**src/rtl/pipeline_hazard_ctrl.sv**
```systemverilog
// Hazard/sequencing controller for the ID/EX/WB RV32 pipeline: operand forwarding,
// load-use stalls, redirect flushes and data-memory wait freezes.
module pipeline_hazard_ctrl #(
  parameter int unsigned FLUSH_CYCLES = 2
) (
  input  logic        clk,
  input  logic        reset,
  input  logic [4:0]  RAddr1_ID,
  input  logic [4:0]  RAddr2_ID,
  input  logic        uses_rs1_ID,
  input  logic        uses_rs2_ID,
  input  logic [4:0]  WAddr_ID,
  input  logic        WrEn_RF_ID,
  input  logic        is_load_ID,
  input  logic        PC_Mux_EX,
  input  logic        dm_req_EX,
  input  logic        dm_ready,
  output logic [1:0]  ALU_hazmux1_sel_ID,
  output logic [1:0]  ALU_hazmux2_sel_ID,
  output logic        stall_pc,
  output logic        stall_id,
  output logic        stall_ex,
  output logic        bubble_ex,
  output logic        flush_id,
  output logic [31:0] stall_count
);

  typedef enum logic [1:0] {RUN, FLUSH, MEM_WAIT} state_t;

  state_t      state, state_nxt, saved, saved_nxt, eff_state;
  logic [2:0]  cnt, cnt_nxt;
  logic        ex_vld, ex_load, wb_vld;
  logic [4:0]  ex_waddr, wb_waddr;
  logic        freeze, in_flush, redirect, flush_act, lu_raw, lu;

  function automatic logic [1:0] fwd_sel(input logic [4:0] raddr,
                                         input logic ev, input logic [4:0] ea,
                                         input logic wv, input logic [4:0] wa);
    if (ev && ea != 5'd0 && ea == raddr)      return 2'b01;
    else if (wv && wa != 5'd0 && wa == raddr) return 2'b10;
    else                                      return 2'b00;
  endfunction

  always_comb begin
    freeze    = (dm_req_EX & ~dm_ready) | ((state == MEM_WAIT) & ~dm_ready);
    // a wait entered from FLUSH keeps squashing ID until the flush completes
    in_flush  = (state == FLUSH) | ((state == MEM_WAIT) & (saved == FLUSH));
    redirect  = PC_Mux_EX & ~freeze;
    flush_act = in_flush | redirect;
    lu_raw    = ex_vld & ex_load & (ex_waddr != 5'd0) &
                ((uses_rs1_ID & (RAddr1_ID == ex_waddr)) |
                 (uses_rs2_ID & (RAddr2_ID == ex_waddr)));
    lu        = lu_raw & ~freeze & ~flush_act;

    ALU_hazmux1_sel_ID = 2'b00;
    ALU_hazmux2_sel_ID = 2'b00;
    stall_pc  = 1'b0;
    stall_id  = 1'b0;
    stall_ex  = 1'b0;
    bubble_ex = 1'b1;
    flush_id  = 1'b1;
    if (!reset) begin
      ALU_hazmux1_sel_ID = fwd_sel(RAddr1_ID, ex_vld, ex_waddr, wb_vld, wb_waddr);
      ALU_hazmux2_sel_ID = fwd_sel(RAddr2_ID, ex_vld, ex_waddr, wb_vld, wb_waddr);
      stall_pc  = freeze | lu;
      stall_id  = freeze | lu;
      stall_ex  = freeze;
      bubble_ex = ~freeze & (flush_act | lu);
      flush_id  = in_flush | redirect;
    end
  end

  always_comb begin
    state_nxt = state;
    saved_nxt = saved;
    cnt_nxt   = cnt;
    // the release cycle of a wait behaves as the state the wait interrupted
    eff_state = (state == MEM_WAIT) ? saved : state;
    if (freeze) begin
      if (state != MEM_WAIT) begin
        saved_nxt = state;
        state_nxt = MEM_WAIT;
      end
    end else begin
      state_nxt = eff_state;
      if (PC_Mux_EX) begin
        cnt_nxt   = 3'(FLUSH_CYCLES - 1);
        state_nxt = (FLUSH_CYCLES > 1) ? FLUSH : RUN;
      end else if (eff_state == FLUSH) begin
        if (cnt <= 3'd1) begin
          cnt_nxt   = 3'd0;
          state_nxt = RUN;
        end else begin
          cnt_nxt = cnt - 3'd1;
        end
      end
    end
  end

  always_ff @(posedge clk or posedge reset) begin
    if (reset) begin
      state       <= RUN;
      saved       <= RUN;
      cnt         <= 3'd0;
      ex_vld      <= 1'b0;
      ex_load     <= 1'b0;
      wb_vld      <= 1'b0;
      stall_count <= 32'd0;
    end else begin
      state <= state_nxt;
      saved <= saved_nxt;
      cnt   <= cnt_nxt;
      if (!freeze) begin
        ex_vld  <= WrEn_RF_ID & ~bubble_ex & ~flush_id;
        ex_load <= is_load_ID;
        wb_vld  <= ex_vld;
      end
      if (stall_pc && stall_count != 32'hFFFF_FFFF)
        stall_count <= stall_count + 32'd1;
    end
  end

  // register numbers are meaningless without their valid bits, so they carry no reset
  always_ff @(posedge clk) begin
    if (!freeze) begin
      ex_waddr <= WAddr_ID;
      wb_waddr <= ex_waddr;
    end
  end

endmodule

```
**config.mk**
```make
export PLATFORM = sky130hd
export DESIGN_NAME = pipeline_hazard_ctrl
export DESIGN_NICKNAME = d
export VERILOG_FILES = /design/src/rtl/pipeline_hazard_ctrl.sv
export SDC_FILE = /design/constraint.sdc
export NUM_CORES = 1
export LEC_CHECK = 0
export BUFFER_PORTS_ARGS = -buffer_cell sky130_fd_sc_hd__buf_2
export CORE_AREA = 2 2 100 102
export DETAILED_ROUTE_END_ITERATION = 7
export DIE_AREA = 0 0 102 104
export SYNTH_ARGS = -nofsm -noshare
export SYNTH_HDL_FRONTEND = slang
export SYNTH_SLANG_ARGS = --single-unit
```
**constraint.sdc**
```tcl
create_clock -name clk -period 2.6 [get_ports clk]
set_input_delay 0.26 -clock clk [delete_from_list [all_inputs] [get_ports clk]]
set_output_delay 0.26 -clock clk [all_outputs]
set_load 0.03 [all_outputs]
```
Word-level counts from Yosys, hierarchy flattened:

Cells that the tools add are included.
W data, S select, Z words.

* flip-flop bits (word level): 52
* input bits: 24
* output and inout bits: 41

* add/subtract/negate cells: 2
* magnitude comparators: 1
* equality and inequality tests: 13
* muxes and demuxes: 19
* bitwise operators: 25
* reductions and logical operators: 12

Operators by type and width (count)
* $add A32 B1 Y32 const B: 1
* $ne A32 B32 Y1 const B: 1
* $eq A5 B5 Y1: 6
* $mux W2: 12
* $and A1 B1 Y1: 14
* $reduce_bool A5 Y1: 2
* $mux W3: 3
* $logic_and A1 B1 Y1: 7
* $eq A2 B1 Y1 const B: 3
* $or A1 B1 Y1: 6
* $not A1 Y1: 5
* $mux W1: 4
* $reduce_and A2 Y1: 2
* $le A3 B1 Y1 const B: 1
* $sub A3 B1 Y3 const B: 1
* $eq A2 B2 Y1 const B: 1
* $ne A2 B1 Y1 const B: 1
* $ne A2 B2 Y1 const B: 1
* $reduce_bool A2 Y1: 1

Depth between registers and ports, before layout:

Gate-level depths: netlist of the first run.

* depth after elaboration: 14
* mapped depth: 10
* gate-level depth less buffers: 9

Worst setup path after synthesis of the first run:

No wires, ideal clock.

* path type: input port to output port
* start: input port reset
* end: output port ALU_hazmux1_sel_ID[1]
* arrival: 2319 ps
* slack: 21 ps
* stages: 5
* cell sequence: inv_1 > o211ai_1 > nor4_1 > nand3_1 > a21oi_1

* longest elaborated chain between the ends: 1

Ends and longest elaborated chain
* start, declared: line 7 `input logic reset,`
* $mux W2: line 62 `if (!reset) begin`
* end, declared: line 18 `output logic [1:0] ALU_hazmux1_sel_ID,`

Every way passes these cells.

Final worst setup path of the first run:

* start: register ex_waddr[4]
* end: register stall_count[9]

* longest elaborated chain between the ends: 9
* elaborated cells on any way between the ends: 13
* classes of those cells: eq/ne (2); mux (1); bitwise (8); reduce/logical (2)

Ends and longest elaborated chain
* start, declared: line 33 `logic [4:0] ex_waddr, wb_waddr;`
* start signal, assigned: line 126 `ex_waddr <= WAddr_ID;`
* $eq A5 B5 Y1 (on tied branches): line 51, 52
* $and A1 B1 Y1 (on tied branches): line 51, 52
* $or A1 B1 Y1: line 51 `((uses_rs1_ID & (RAddr1_ID == ex_waddr)) |`
* $and A1 B1 Y1 *: line 50 `lu_raw = ex_vld & ex_load & (ex_waddr != 5'd0) &`
* $and A1 B1 Y1 * (2 in a row): line 53 `lu = lu_raw & ~freeze & ~flush_act;`
* $or A1 B1 Y1 *: line 65 `stall_pc = freeze | lu;`
* $mux W1 *: line 62
* $logic_and A1 B1 Y1 *: line 118 `if (stall_pc && stall_count != 32'hFFFF_FFFF)`
* end signal, assigned: line 119 `stall_count <= stall_count + 32'd1;`
* end, declared: line 25 `output logic [31:0] stall_count`

Mark *: on every way between the ends. The rest lies on a longest branch, timed or not.
A chain may end at the register's enable or synchronous reset.

==> out/results.ini, run 1 <==
[run_status]
status=completed

[placement]
dp_hpwl_mm=4.81
gp_congestion=0.790
port_buffers=64
pre_cts_ws_ns=0.0120

[sta]
finalHoldViolCount=0
tightest_slew_ns=0.723
hold_slack_ns=0.129
max_freq_ghz=0.408
skew_ns=0.00342
tns_ns=0
fin_crit_ns=2.45
relSlewSlack_pct=51.7
drv_slew=0
setup_ws_ns=0.149
rsz0062_at_grt=no
setup_viol=0
fin_crit_sh_pct=94.3

[global_routing]
grt_pass1_vias=2143
grtUsageTotal_pct=12.7
grt_max_degree=43
grt_remaining_overflow=0
grt_pass1_wl_mm=10.8
grt_antenna_before_repair=0

[setup_path]
worst-path-buf-inv=1
worstSetupPathType=reg -> reg
crit_top_cell=xnor2_1
r2r_cells=8
start_kind=flop
startpoint=ex_waddr[4]$_DFFE_PP_
cp.depth=8
cp.arrival_ns=2.65
crit_chain=xnor2_1 -> nand3_1 -> nor4_2 -> o2111ai_2 -> buf_4 -> a2bb2oi_2 -> or3_1 -> xnor2_1
rr_startpoint=ex_waddr[4]$_DFFE_PP_
cp.required_ns=2.80
end_kind=flop
cpPeakStageDelay_ns=0.45
cp_max_fo=12
slowest_stage=edfxtp_1
critical_path.top_delay_family=simple AND/OR/NAND/NOR gates

[die]
num_rows=36
die_h_um=104
die_area_um2=10600
ioPinCount=65
core_area_um2=9550
start_util_pct=29.3
die_x_um=102

[drt]
drt_iter0_drc=88
dr.pass1.iters=4
wl_per_cell_um=13.9
num_vias=2197
vias_per_cell=4.59
ant_nets=0
drt-total-wl_mm=6.65
drc=0

[logic_synthesis]
synth_edf_count=10
synth_async_sr_flop_share_pct=80.8
ys_seq_area_share_pct=48.3
yosys.area.top_type=dfrtp_1
muxShareOfSynthArea_pct=0.806
synth.top_cell.area_share_pct=37.6
yosys.area_share.xor_xnor_pct=15.7
yosys-top-cells-area=dfrtp_1, xor2_1, edfxtp_1, xnor2_1, nand2_1
synth_area_um2=2800
synth-compound-area-share_pct=5.95
synth_fa_ha_area_share_pct=0.895
synthDistinctLibCells=45
netlist_top_cells_count=dfrtp_1, xor2_1, nand2_1
synth_top_family_by_area=simple AND/OR/NAND/NOR gates
synth_ff_type=dfrtp_1
syn_inst=264
avgSynthCellArea_um2=10.6
syn_nets=290
ys_seq_elements=52
synth_most_common_cell=dfrtp_1
yosysWarnings=0
yosys.area_share.simple_pct=24.7

[pwr]
p_leak_nw=1.64
powerDensity_nw_per_um2=574
ir_worst_vdd_mv=0.214

[flow_run]
max-cap-violations=0

[hold_path]
min_from=WAddr_ID[2]
hold_path.class=in -> reg
hold_depth=1

[clock_network]
ctsHtreeMaxLevel=2
cts_buffers=5
tritoncts_num_sinks=52
cts_tree=built
cts-root-buf=clkbuf_8
insertion_delay_ns=0.30
path_clk_slew_ns=0.09
cts_buffer_depth=2

[layout]
drive_gt1_share_pct=33.5
n_fill_cell=998
layout.nets=371
diodes=0
syn_to_final_growth_pct=24.8

per-layer routing:
metal	vias up	GRT usage, %	wire length (um)
met4	0	2.38	19
met3	2	2.96	408
met1	1047	18.2	3300
met2	63	19.8	2920
met5	-	0	0
li1	1085	-	-
report_power, final:
part | internal [mW] | switching, mW
sequential | 0.928 | 0.107
clock | 0.188 | 0.271
combinational | 0.178 | 0.333
total | 1.29 | 0.711
cell usage in the layout, fill, tap and decap left out, drive strengths merged, types with 2 or more instances in the layout:
master and n:
nor2 14, nor4b 2, nor4 13, or4 2, xnor2 15, nand3 12, ha 2, or3 2
xor2 35, buf 80, nor3 18, a2bb2oi 2, nand4 3, inv 13, o211ai 2, nor3b 3
and2 2, o21ai 10, edfxtp 10, clkbuf 6, and3 7, mux2 2, nand2 28, dfrtp 42
a21oi 10
cells by family (layout without fill, tap and decap cells):
| kind of cell | after synthesis | after routing |
|---|---|---|
| AOI/OAI and AO/OA | 28 | 29 |
| xor gates and xnor gates | 50 | 50 |
| adders and majority gates | 2 | 2 |
| buffers and inverters | 20 | 101 |
| DFF | 52 | 52 |
| muxes | 2 | 2 |
| and+or+nand+nor | 110 | 110 |
sequential cells by signal (all words and copies together), names as in the netlist:
register / cells
saved: 2
stall_count: 32
ex_vld: 1
wb_waddr: 5
ex_waddr: 5
cnt: 3
ex_load: 1
state: 2
wb_vld: 1
path summary, 6_finish.rpt:
kind | to | slack [ns]
setup / recovery | stall_count[9]$_DFFE_PP0P_ | 0.15
hold reg to reg | stall_count[6]$_DFFE_PP0P_ | 0.49
max in group asynchronous | stall_count[25]$_DFFE_PP0P_ | 1.95
min in group asynchronous | stall_count[0]$_DFFE_PP0P_ | 0.28
setup reg to reg | stall_count[9]$_DFFE_PP0P_ | 0.15
hold / removal | ex_waddr[2]$_DFFE_PP_ | 0.13
cell type report:
| class | count | area, um^2 | area share, % |
|---|---|---|---|
| Multi-Input combinational cell | 193 | 1400 | 40.1 |
| Sequential cell | 52 | 1350 | 38.7 |
| Timing Repair Buffer | 80 | 440 | 12.6 |
| Tap cell | 133 | 166 | 4.77 |
| Clock buffer | 6 | 72.6 | 2.08 |
| Inverter | 13 | 48.8 | 1.40 |
| Clock inverter | 2 | 11.3 | 0.323 |
what timing repair did:
action	4_1_cts	5_1_grt
cloned	1	0
endpoints found under the setup margin	3	6
pin swaps	2	0
setup buffers	1	5
hold buffers	0	0
resized for setup	1	2
through the flow:
stage | utilization (%) | cells | power [mW] | cell area [um^2]
3_5_place_dp | 34.8 | 464 | 1.55 | 3330
5_1_grt | 36.5 | 479 | 2.12 | 3490
6_report | 36.5 | 479 | 2.00 | 3490
2_1_floorplan | - | 264 | 1.36 | 2800
3_3_place_gp | 34.8 | 464 | 1.54 | 3330
4_1_cts | 36.0 | 474 | 2.01 | 3440
(Power assumes the default switching activity.)
==> run 2: changes to the inputs <==
==> constraint.sdc (replaced) <==
create_clock -name clk -period 2.7 [get_ports clk]
set_input_delay 0.27 -clock clk [delete_from_list [all_inputs] [get_ports clk]]
set_output_delay 0.27 -clock clk [all_outputs]
set_load 0.03 [all_outputs]
==> run 2 against run 1 <==
Compared with the run above: via count fell by 0.55%; non-clock buffer count shrank 6; die area stayed put; cell count shrank 1.3%; critical endpoint unchanged.
==> out/results.ini, run 2 (same netlist as run 1, synthesis figures left out) <==
[run_status]
status=completed

[die]
core_area_um2=9550  ; unchanged
ioPinCount=65  ; unchanged
die_x_um=102  ; unchanged
start_util_pct=29.3  ; unchanged
num_rows=36  ; unchanged
die_h_um=104  ; unchanged
die_area_um2=10600  ; unchanged

[global_routing]
grtUsageTotal_pct=13.4  ; +0.67 points
grt_antenna_before_repair=0  ; unchanged
grt_pass1_wl_mm=11.4  ; +5.8%
grt_max_degree=43  ; unchanged
grt_remaining_overflow=0  ; unchanged
grt_pass1_vias=2320  ; +8.3%

[pwr]
ir_worst_vdd_mv=0.199  ; -7.0%
p_switching_mw=0.669  ; -5.9%
p_seq_share_pct=52.2  ; +0.6 points
clkPwrFrac_pct=22.7  ; -0.2 points
comb_power_share_pct=25.1  ; -0.4 points
p_leak_nw=1.61  ; -1.5%
p_int_mw=1.24  ; -4.1%
switching_share_pct=35.0  ; -0.43 points
powerDensity_nw_per_um2=556  ; -3.2%

[sta]
setup_viol=0  ; unchanged
rsz0062_at_grt=no
relSlewSlack_pct=37.1  ; -15 points
max_freq_ghz=0.399  ; -2.1%
fin_crit_ns=2.50  ; +0.0526 ns
fin_crit_sh_pct=92.7  ; -1.5 points
drv_slew=0  ; unchanged
skew_ns=0.00577  ; +0.00235 ns
setup_ws_ns=0.196  ; +0.0474 ns
finalHoldViolCount=0  ; unchanged
tightest_slew_ns=0.942  ; +0.219 ns

[placement]
port_buffers=64  ; unchanged
gp_congestion=0.769  ; -2.7%
dp.cells=462  ; -0.43%
dp_hpwl_mm=4.85  ; +0.90%
pre_cts_ws_ns=-0.0696  ; -0.0815 ns

[layout]
syn_to_final_growth_pct=22.9
final_cell_mix=buf_2, dfrtp_1, xor2_1
final_common_cell=buf_2
n_fill_cell=1011  ; +1.3%
drive_gt1_share_pct=32.1  ; -1.5 points
layout.nets=365  ; -1.6%
multi_input_area_um2=1390  ; -0.45%
finalNonFillerCells=473  ; -1.3%
top_regs=stall_count (32), ex_waddr (5), wb_waddr (5)
largest_reg_flops=32  ; unchanged
top_register=stall_count
diodes=0  ; unchanged
seqCellArea_um2=1350  ; unchanged

[clock_network]
cts_buffers=5  ; unchanged
path_clk_slew_ns=0.09  ; about the same
cts-root-buf=clkbuf_8
tritoncts_num_sinks=52  ; unchanged
ctsHtreeMaxLevel=2  ; unchanged
cts_buffer_depth=2  ; unchanged
insertion_delay_ns=0.30  ; about the same
cts_tree=built
cts_hold_buf=0  ; unchanged

[drt]
drt_iter0_drc=38  ; -57%
wl_per_cell_um=14.4  ; +3.7%
drc=0  ; unchanged
num_vias=2185  ; -0.55%
ant_nets=0  ; unchanged
drt-total-wl_mm=6.81  ; +2.4%
vias_per_cell=4.62  ; +0.72%
dr.pass1.iters=4  ; unchanged

[hold_path]
hold_path.class=in -> reg

[setup_path]
cp.arrival_ns=2.70  ; +0.05 ns
start_kind=flop
r2r_slack_ns=0.20  ; +0.05 ns
worstSetupPathType=reg -> reg
cp_max_fo=15  ; +3
end_kind=flop
cp.required_ns=2.89  ; +0.09 ns

[flow_run]
max-cap-violations=0  ; unchanged

[run 2: critical path, stage by stage (launching register included)]
cell,delay [ns]
edfxtp_1,0.46
xnor2_1,0.21
nand3_1,0.12
nor4_1,0.32
o2111ai_2,0.19
buf_4,0.21
a2bb2oi_2,0.29
or3_1,0.45
xnor2_1,0.13
[run 2: power by group through the flow]
stage / Combinational [mW] / Clock [mW] / Sequential, mW
floorplan: 0.217 / 0 / 1.09
global placement: 0.466 / 0 / 1.01
detailed placement: 0.474 / 0 / 1.02
CTS: 0.485 / 0.453 / 1.00
global route: 0.529 / 0.489 / 1.02
finish: 0.479 / 0.434 / 0.996
[run 2: cell type report]
type | instances | share of cell area, %
Multi-Input combinational cell | 193 | 40.5
Sequential cell | 52 | 39.3
Timing Repair Buffer | 74 | 11.5
Tap cell | 133 | 4.84
Clock buffer | 7 | 2.22
Inverter | 13 | 1.42
Clock inverter | 1 | 0.146
[run 2: repair_timing]
action                     4_1_cts  5_1_grt
setup endpoints to repair        4        2
pin swaps                        2        0
resized for setup                1        1
setup buffers                    2        0
cloned                           1        0
[run 2: path summary, 6_finish.rpt]
kind,cells past startpoint,startpoint,endpoint
setup / recovery,8,ex_waddr[4]$_DFFE_PP_,stall_count[9]$_DFFE_PP0P_
hold / removal,1,WAddr_ID[4],ex_waddr[4]$_DFFE_PP_
setup reg to reg,8,ex_waddr[4]$_DFFE_PP_,stall_count[9]$_DFFE_PP0P_
hold reg to reg,1,stall_count[6]$_DFFE_PP0P_,stall_count[6]$_DFFE_PP0P_
max in group asynchronous,3,reset,stall_count[4]$_DFFE_PP0P_
min in group asynchronous,3,reset,state[0]$_DFFE_PP0P_
[run 2: per-layer routing]
metal,GRT usage (%),vias up,wire [um]
li1,-,1072,-
met1,18.2,1048,3290
met2,22.4,61,3130
met3,2.55,4,355
met4,2.29,0,32
met5,0,-,0
[run 2: metrics by stage]
stage          hold slack [ns]  setup TNS, ns  instance area, um^2  power, mW  util (%)
5_1_grt                  0.118              0                 3440       2.03      36.0
6_report                 0.137              0                 3440       1.91      36.0
3_3_place_gp             0.449              0                 3310       1.47      34.7
3_5_place_dp             0.449        -0.0696                 3310       1.49      34.7
4_1_cts                  0.125              0                 3430       1.94      35.9
2_1_floorplan            0.359              0                 2800       1.31         -
